<file path="config.mk">
export PLATFORM = sky130hd
export DESIGN_NAME = cell3_bist
export DESIGN_NICKNAME = d
export VERILOG_FILES = /design/src/rtl/cell3_bist.sv
export SDC_FILE = /design/constraint.sdc
export NUM_CORES = 1
export LEC_CHECK = 0
export CAP_MARGIN = 20
export CORE_MARGIN = 1
export CORE_UTILIZATION = 45
export CTS_CLUSTER_SIZE = 10
export DETAILED_ROUTE_END_ITERATION = 6
export PLACE_DENSITY = 0.67
export SKIP_CTS_REPAIR_TIMING = 1
export SLEW_MARGIN = 20
export SYNTH_ARGS = -nofsm -noshare
export SYNTH_HDL_FRONTEND = slang
export SYNTH_SLANG_ARGS = --single-unit
</file>
<file path="constraint.sdc">
create_clock -name CK -period 3.1 [get_ports CK]
set_input_delay 0.62 -clock CK [delete_from_list [all_inputs] [get_ports CK]]
set_output_delay 0.62 -clock CK [all_outputs]
set_load 0.05 [all_outputs]
</file>
<file path="src/rtl/cell3_bist.sv">
// cell3_bist: exhaustive 8-pattern self-test of a 3-input cell against a truth table.
// Each pattern is applied, allowed to settle for SETTLE cycles, then sampled once.
module cell3_bist #(
    parameter int         SETTLE = 10,
    parameter logic [7:0] TT     = 8'hFE
) (
    input  logic       CK,
    input  logic       RN,
    input  logic       start,
    input  logic       ZN,
    output logic       A1,
    output logic       A2,
    output logic       A3,
    output logic       busy,
    output logic       done,
    output logic       pass,
    output logic [3:0] err_cnt,
    output logic [7:0] fail_vec
);
    typedef enum logic [2:0] {IDLE, APPLY, WAIT, SAMPLE, DONE} state_t;
    state_t     r_state;
    logic [2:0] r_idx;
    logic [2:0] r_a;
    logic [7:0] r_cnt;
    logic       r_busy;
    logic       r_done;
    logic       r_pass;
    logic [3:0] r_err;
    logic [7:0] r_fail;
    logic       w_mis;
    logic [3:0] w_err;

    // Case inequality so an undriven or unknown response counts as a failure.
    assign w_mis = (ZN !== TT[r_idx]);
    assign w_err = r_err + {3'b000, w_mis};

    always_ff @(posedge CK) begin
        if (!RN) begin
            r_state <= IDLE;
            r_idx   <= '0;
            r_a     <= '0;
            r_cnt   <= '0;
            r_busy  <= 1'b0;
            r_done  <= 1'b0;
            r_pass  <= 1'b0;
            r_err   <= '0;
            r_fail  <= '0;
        end else begin
            case (r_state)
                IDLE, DONE: begin
                    if (start) begin
                        r_state <= APPLY;
                        r_idx   <= '0;
                        r_a     <= '0;
                        r_busy  <= 1'b1;
                        r_done  <= 1'b0;
                        r_pass  <= 1'b0;
                        r_err   <= '0;
                        r_fail  <= '0;
                    end
                end
                APPLY: begin
                    r_cnt   <= 8'(SETTLE - 1);
                    r_state <= WAIT;
                end
                WAIT: begin
                    if (r_cnt == 8'd0) r_state <= SAMPLE;
                    else r_cnt <= r_cnt - 8'd1;
                end
                SAMPLE: begin
                    r_err <= w_err;
                    if (w_mis) r_fail[r_idx] <= 1'b1;
                    if (r_idx == 3'd7) begin
                        r_state <= DONE;
                        r_a     <= '0;
                        r_busy  <= 1'b0;
                        r_done  <= 1'b1;
                        r_pass  <= (w_err == 4'd0);
                    end else begin
                        r_idx   <= r_idx + 3'd1;
                        r_a     <= r_idx + 3'd1;
                        r_state <= APPLY;
                    end
                end
                default: r_state <= IDLE;
            endcase
        end
    end

    assign {A1, A2, A3} = r_a;
    assign busy         = r_busy;
    assign done         = r_done;
    assign pass         = r_pass;
    assign err_cnt      = r_err;
    assign fail_vec     = r_fail;
endmodule

</file>
==> results_dict.tcl, run 1 <==
set metrics [dict create \
    antenna_found_initial 0 \
    cts_tree "done" \
    final_util_pct 57.52 \
    yosysSeqAreaShare_pct 43.64 \
    io_pins 22 \
    drv_slew 0 \
    yosysUniqueCellTypes 43 \
    syn_to_final_growth_pct 18.84 \
    ys_top_cells_by_area "dfxtp_1, nor2_1, ha_1" \
    setup_viol 0 \
    crit_family "simple AND/OR/NAND/NOR gates" \
    yosys-top-cells-count "dfxtp_1, nor2_1, nand2_1, a21oi_1, nand3_1" \
    path_depth 6 \
    p_per_area_nw_per_um2 646.0 \
    grt_pass1_wl_mm 4.981 \
    drc 0 \
    nets 199 \
    critPathBufInv 1 \
    ys_warn_count 0 \
    syn_area_per_cell_um2 9.066 \
    ys_async_sr_fraction_pct 0 \
    worst-setup-path-type "in2reg" \
    die_x_um 60 \
    routabilityCongestion 0.8308 \
    grt_max_degree 21 \
    synth_largest_area_cell "dfxtp_1" \
    clkLatencyLatePin_ns 0.32 \
    cap_violations 0 \
    synthCells 167 \
    root_buffer "clkbuf_4" \
    wire_per_inst_um 12.37 \
    rsz0062_at_grt "no" \
    timing.final.ws_setup_ns 0.7948 \
    num_rows 20 \
    r2r-end "pass$_SDFFE_PN0P_" \
    min_to "r_a[0]$_SDFFE_PN0P_" \
    synth_edf_count 0 \
    postLayoutCellArea_um2 1799 \
    route.final.wire_length_mm 2.883 \
    finalSetupTns_ns 0 \
    die-area_um2 3600 \
    drive_gt1_share_pct 8.995 \
    syn_nets 177 \
    hold_class "reg2reg" \
    finalHoldViolCount 0 \
    worst_pin_slew_ns 0.5945 \
    drtIter0Drc 33 \
    clk_pin_slew_ns 0.10 \
    fmax_mhz 433.8 \
    p_leak_nw 0.6649 \
    clock_path_buffers 2 \
    crit_path_end_kind "register" \
    crit_arrival_ns 2.55 \
    rrSetupSlack_ns 1.26 \
    dieHeight_um 60 \
    synth.top_cell.area_share_pct 43.64 \
    path_max_fanout 3 \
    min_period_ns 2.305 \
    grtUsageTotal_pct 18.66 \
    vias 1223 \
    max_stage_delay_ns 0.52 \
    status "finished, final reports clean" \
    avgViaCountPerCell 5.249 \
    max_slew_margin_pct 60.33 \
    path_common_cell "ha_1" \
    hold_start "r_a[0]$_SDFFE_PN0P_" \
    ys_ff_latch 33 \
    core_area_um2 3128 \
    port_buffers 21 \
    dp_hpwl_mm 2.177 \
    yosysMostFrequentCell "dfxtp_1" \
    synth_area_um2 1514 \
    firstDrtPassIters 4 \
    slowest_stage "or4_1" \
    diodes 0 \
    start_kind "primary input" \
    dp_worst_setup_slack_ns 0.4598 \
    nFillCells 288 \
    grt_pass1_vias 1176 \
    htree_levels 2 \
    place_area_um2 1744 \
    finalCritPeriodShare_pct 74.36 \
    crit_path_cell_trace "clkdlybuf4s50_1 -> xor2_1 -> ha_1 -> ha_1 -> or4_1 -> o31ai_1" \
    reg2reg_depth 5 \
    fin_worst_skew_ns 0.01014 \
    vdd_ir_drop_max_mv 0.3113 \
    critical_path_required_ns 3.35 \
    start_util_pct 48.40 \
    synth_top_flop_cell "dfxtp_1" \
    power_mw 1.162 \
    clock-sinks 33 \
    whs_path_depth 2 \
    ant_nets 0 \
    globalRouteOverflowTotal 0 \
    numCtsBuffers 5 \
]
[cells in the final DEF (no fill, tap or decap), types with 2 or more instances in the layout]
cell type | netlist | routed
nor3_1 | 6 | 6
nor2_1 | 24 | 24
xor2_1 | 5 | 5
nand2b_1 | 3 | 3
xnor2_1 | 2 | 2
nor3b_1 | 2 | 2
o211ai_2 | 2 | 2
mux2i_1 | 2 | 2
nand3_1 | 7 | 7
a21oi_1 | 12 | 12
dfxtp_1 | 33 | 33
a22oi_1 | 4 | 4
inv_1 | 6 | 6
o21ai_0 | 2 | 2
ha_1 | 6 | 6
or3b_2 | 2 | 2
nand4b_1 | 2 | 2
nand2_1 | 14 | 14
a31oi_1 | 4 | 4
o21a_1 | 4 | 4
clkdlybuf4s50_1 | 0 | 21
clkbuf_4 | 0 | 5
[worst max path at each step]
stage | startpoint | end | slack [ns]
detailed placement | ZN | pass$_SDFFE_PN0P_ | 0.46
CTS | ZN | pass$_SDFFE_PN0P_ | 0.79
global route | ZN | pass$_SDFFE_PN0P_ | 0.72
finish | ZN | pass$_SDFFE_PN0P_ | 0.79
floorplan | ZN | pass$_SDFFE_PN0P_ | 1.10
global placement | ZN | pass$_SDFFE_PN0P_ | 0.49
[worst reg2reg max path, delay by kind of cell (launching register included)]
| family | cells | cell delay (ns) |
|---|---|---|
| flip-flops | 1 | 0.33 |
| AO/OA/AOI/OAI | 1 | 0.18 |
| XOR/XNOR | 1 | 0.26 |
| adder cells (fa/ha/maj) | 2 | 0.48 |
| AND/OR/NAND/NOR | 1 | 0.52 |
[metrics by stage]
step,hold slack (ns),cells
floorplan,0.4607,167
global placement,0.4422,226
detailed placement,0.4557,226
CTS,0.4697,233
global route,0.4888,233
finish,0.4684,233
[sequential cells by signal, summed over array words and instances, names as in the netlist, named ones only]
name and flops:
fail_vec 8, r_state 3, r_a 3, busy 1, done 1, err_cnt 4
r_idx 3, pass 1, r_cnt 8
[cells by family (layout without fill, tap and decap cells)]
| group | count (synthesis) | count (layout) | share of synthesized area [%] |
|---|---|---|---|
| and+or+nand+nor | 72 | 72 | 25.37 |
| DFF | 33 | 33 | 43.64 |
| muxes | 3 | 3 | 2.066 |
| adders and majority gates | 6 | 6 | 4.959 |
| buffers and inverters | 12 | 34 | 3.801 |
| xor gates and xnor gates | 7 | 7 | 4.050 |
| AOI/OAI and AO/OA | 34 | 34 | 16.12 |
[where the power goes]
group | total (mW) | switching [mW] | internal, mW | leakage, nW
clock network | 0.237 | 0.130 | 0.107 | 0.0314
registers | 0.525 | 0.0590 | 0.466 | 0.267
logic | 0.399 | 0.232 | 0.167 | 0.366
total | 1.16 | 0.422 | 0.740 | 0.665
[per-layer routing]
layer | up-vias | wire length [µm] | part of all wire [%] | track usage [%]
li1 | 633 | - | - | -
met2 | 20 | 1444 | 50 | 31.59
met4 | 0 | 19 | 0.66 | 6.977
met3 | 2 | 90 | 3.1 | 4.762
met5 | - | 0 | 0 | 0
met1 | 568 | 1329 | 46 | 22.65
[area by class of cell]
class,instances,area (µm²),share of cell area (%)
well taps,44,55.05,3.060
multi-input cells,122,795.8,44.23
flip-flops and latches,33,660.6,36.72
inverters,6,22.52,1.252
clock buffers,7,55.05,3.060
repair buffers,21,210.2,11.68
Note: power is estimated with default switching activity, not from simulation.
==> inputs of run 2 (changes only) <==
clock period = 2.4 ns   (was 3.1 ns; I/O delays follow)
==> results_dict.tcl, run 2 (synthesis results as in run 1) <==
set metrics [dict create \
    status "finished, final reports clean" \
    finalSetupTns_ns 0 \
    antenna_found_initial 0 \
    dpl.cell_count 229 \
    critical_path_required_ns 2.65 \
    vdd_ir_drop_max_mv 0.4126 \
    drive_gt1_share_pct 10.88 \
    nFillCells 291 \
    layout_commonest_cell "dfxtp_1" \
    power_switching_mw 0.5539 \
    grt.met3_usage_pct 4.762 \
    setup_viol 0 \
    p_clk_share_pct 26.1 \
    nets 202 \
    p_seq_share_pct 41.7 \
    fin_worst_skew_ns 0.01044 \
    drv_slew 0 \
    p_comb_share_pct 32.2 \
    grt_pass1_wl_mm 5.133 \
    grt_max_degree 12 \
    busiest_layer "met2" \
    die-area_um2 3600 \
    mostFrequentLayoutCells "dfxtp_1, nor2_1, clkdlybuf4s50_1, nand2_1, a21oi_1" \
    route.final.wire_length_mm 3.015 \
    path_max_fanout 3 \
    clock_path_buffers 2 \
    stdcell_count 237 \
    syn_to_final_growth_pct 22.31 \
    worst_pin_slew_ns 0.5050 \
    start_util_pct 48.40 \
    power_mw 1.625 \
    io_pins 22 \
    core_area_um2 3128 \
    num_rows 20 \
    globalRouteOverflowTotal 0 \
    start_kind "primary input" \
    worst-setup-path-type "in2reg" \
    wire_per_inst_um 12.72 \
    fmax_mhz 455.2 \
    port_buffers 21 \
    finalCritPeriodShare_pct 91.53 \
    avgViaCountPerCell 5.127 \
    max_slew_margin_pct 66.23 \
    gr-usage-met2_pct 33.17 \
    diodes 0 \
    clkLatencyLatePin_ns 0.32 \
    multiInputGateArea_um2 795.8 \
    crit_arrival_ns 2.44 \
    firstDrtPassIters 4 \
    cap_violations 0 \
    finalHoldViolCount 0 \
    p_per_area_nw_per_um2 877.5 \
    min_period_ns 2.197 \
    final_util_pct 59.20 \
    swShare_pct 34.09 \
    hold_class "reg2reg" \
    numCtsBuffers 5 \
    clock-sinks 33 \
    drc 0 \
    cts_tree "done" \
    routabilityCongestion 0.8337 \
    crit_path_end_kind "register" \
    drtIter0Drc 24 \
    rsz0062_at_grt "no" \
    die_x_um 60 \
    whs_ns 0.4603 \
    regArea_um2 660.6 \
    clk_pin_slew_ns 0.10 \
    p_int_mw 1.071 \
    grtUsageTotal_pct 19.40 \
    root_buffer "clkbuf_4" \
    use_met1_pct 23.09 \
    htree_levels 2 \
    grt_pass1_vias 1169 \
    dp_hpwl_mm 2.259 \
    vias 1215 \
    ant_nets 0 \
    dieHeight_um 60 \
    p_leak_nw 0.6947 \
]
-- run 2: worst max-delay path, stage by stage --
cell	delay (ns)
clkdlybuf4s50_1	0.48
xor2_1	0.28
ha_1	0.24
ha_1	0.24
or4_1	0.52
o31ai_1	0.20
-- run 2: final cells by class --
class / instances / area share (%)
Inverter: 6 / 1.216
Timing Repair Buffer: 24 / 12.57
Clock inverter: 1 / 1.622
Clock buffer: 7 / 2.973
Sequential cell: 33 / 35.68
Tap cell: 44 / 2.973
Multi-Input combinational cell: 122 / 42.97
-- run 2: final timing paths --
kind,start,endpoint,slack [ns],cells past startpoint
hold / removal,done$_SDFFE_PN0P_,done$_SDFFE_PN0P_,0.46,2
hold reg to reg,done$_SDFFE_PN0P_,done$_SDFFE_PN0P_,0.46,2
setup reg to reg,register,pass$_SDFFE_PN0P_,0.52,5
setup / recovery,ZN,pass$_SDFFE_PN0P_,0.20,6
-- run 2: power groups by stage --
stage               registers [mW]  clock network, mW  logic [mW]
floorplan                    0.679                  0       0.447
global placement             0.686                  0       0.511
detailed placement           0.689                  0       0.528
CTS                          0.677              0.436       0.530
global route                 0.687              0.469       0.586
finish                       0.678              0.425       0.523
-- run 2: metrics by stage --
step | setup WS (ns) | area, µm²
after floorplan | 0.5270 | 1514
after global placement | -0.06504 | 1767
after detailed placement | -0.1352 | 1767
after CTS | 0.2119 | 1852
after global routing | 0.1652 | 1852
final | 0.2033 | 1852
-- run 2: routing by layer --
layer / up-vias / routed length (µm)
li1: 637 / -
met1: 554 / 1403
met2: 19 / 1507
met3: 5 / 66
met4: 0 / 38
met5: - / 0
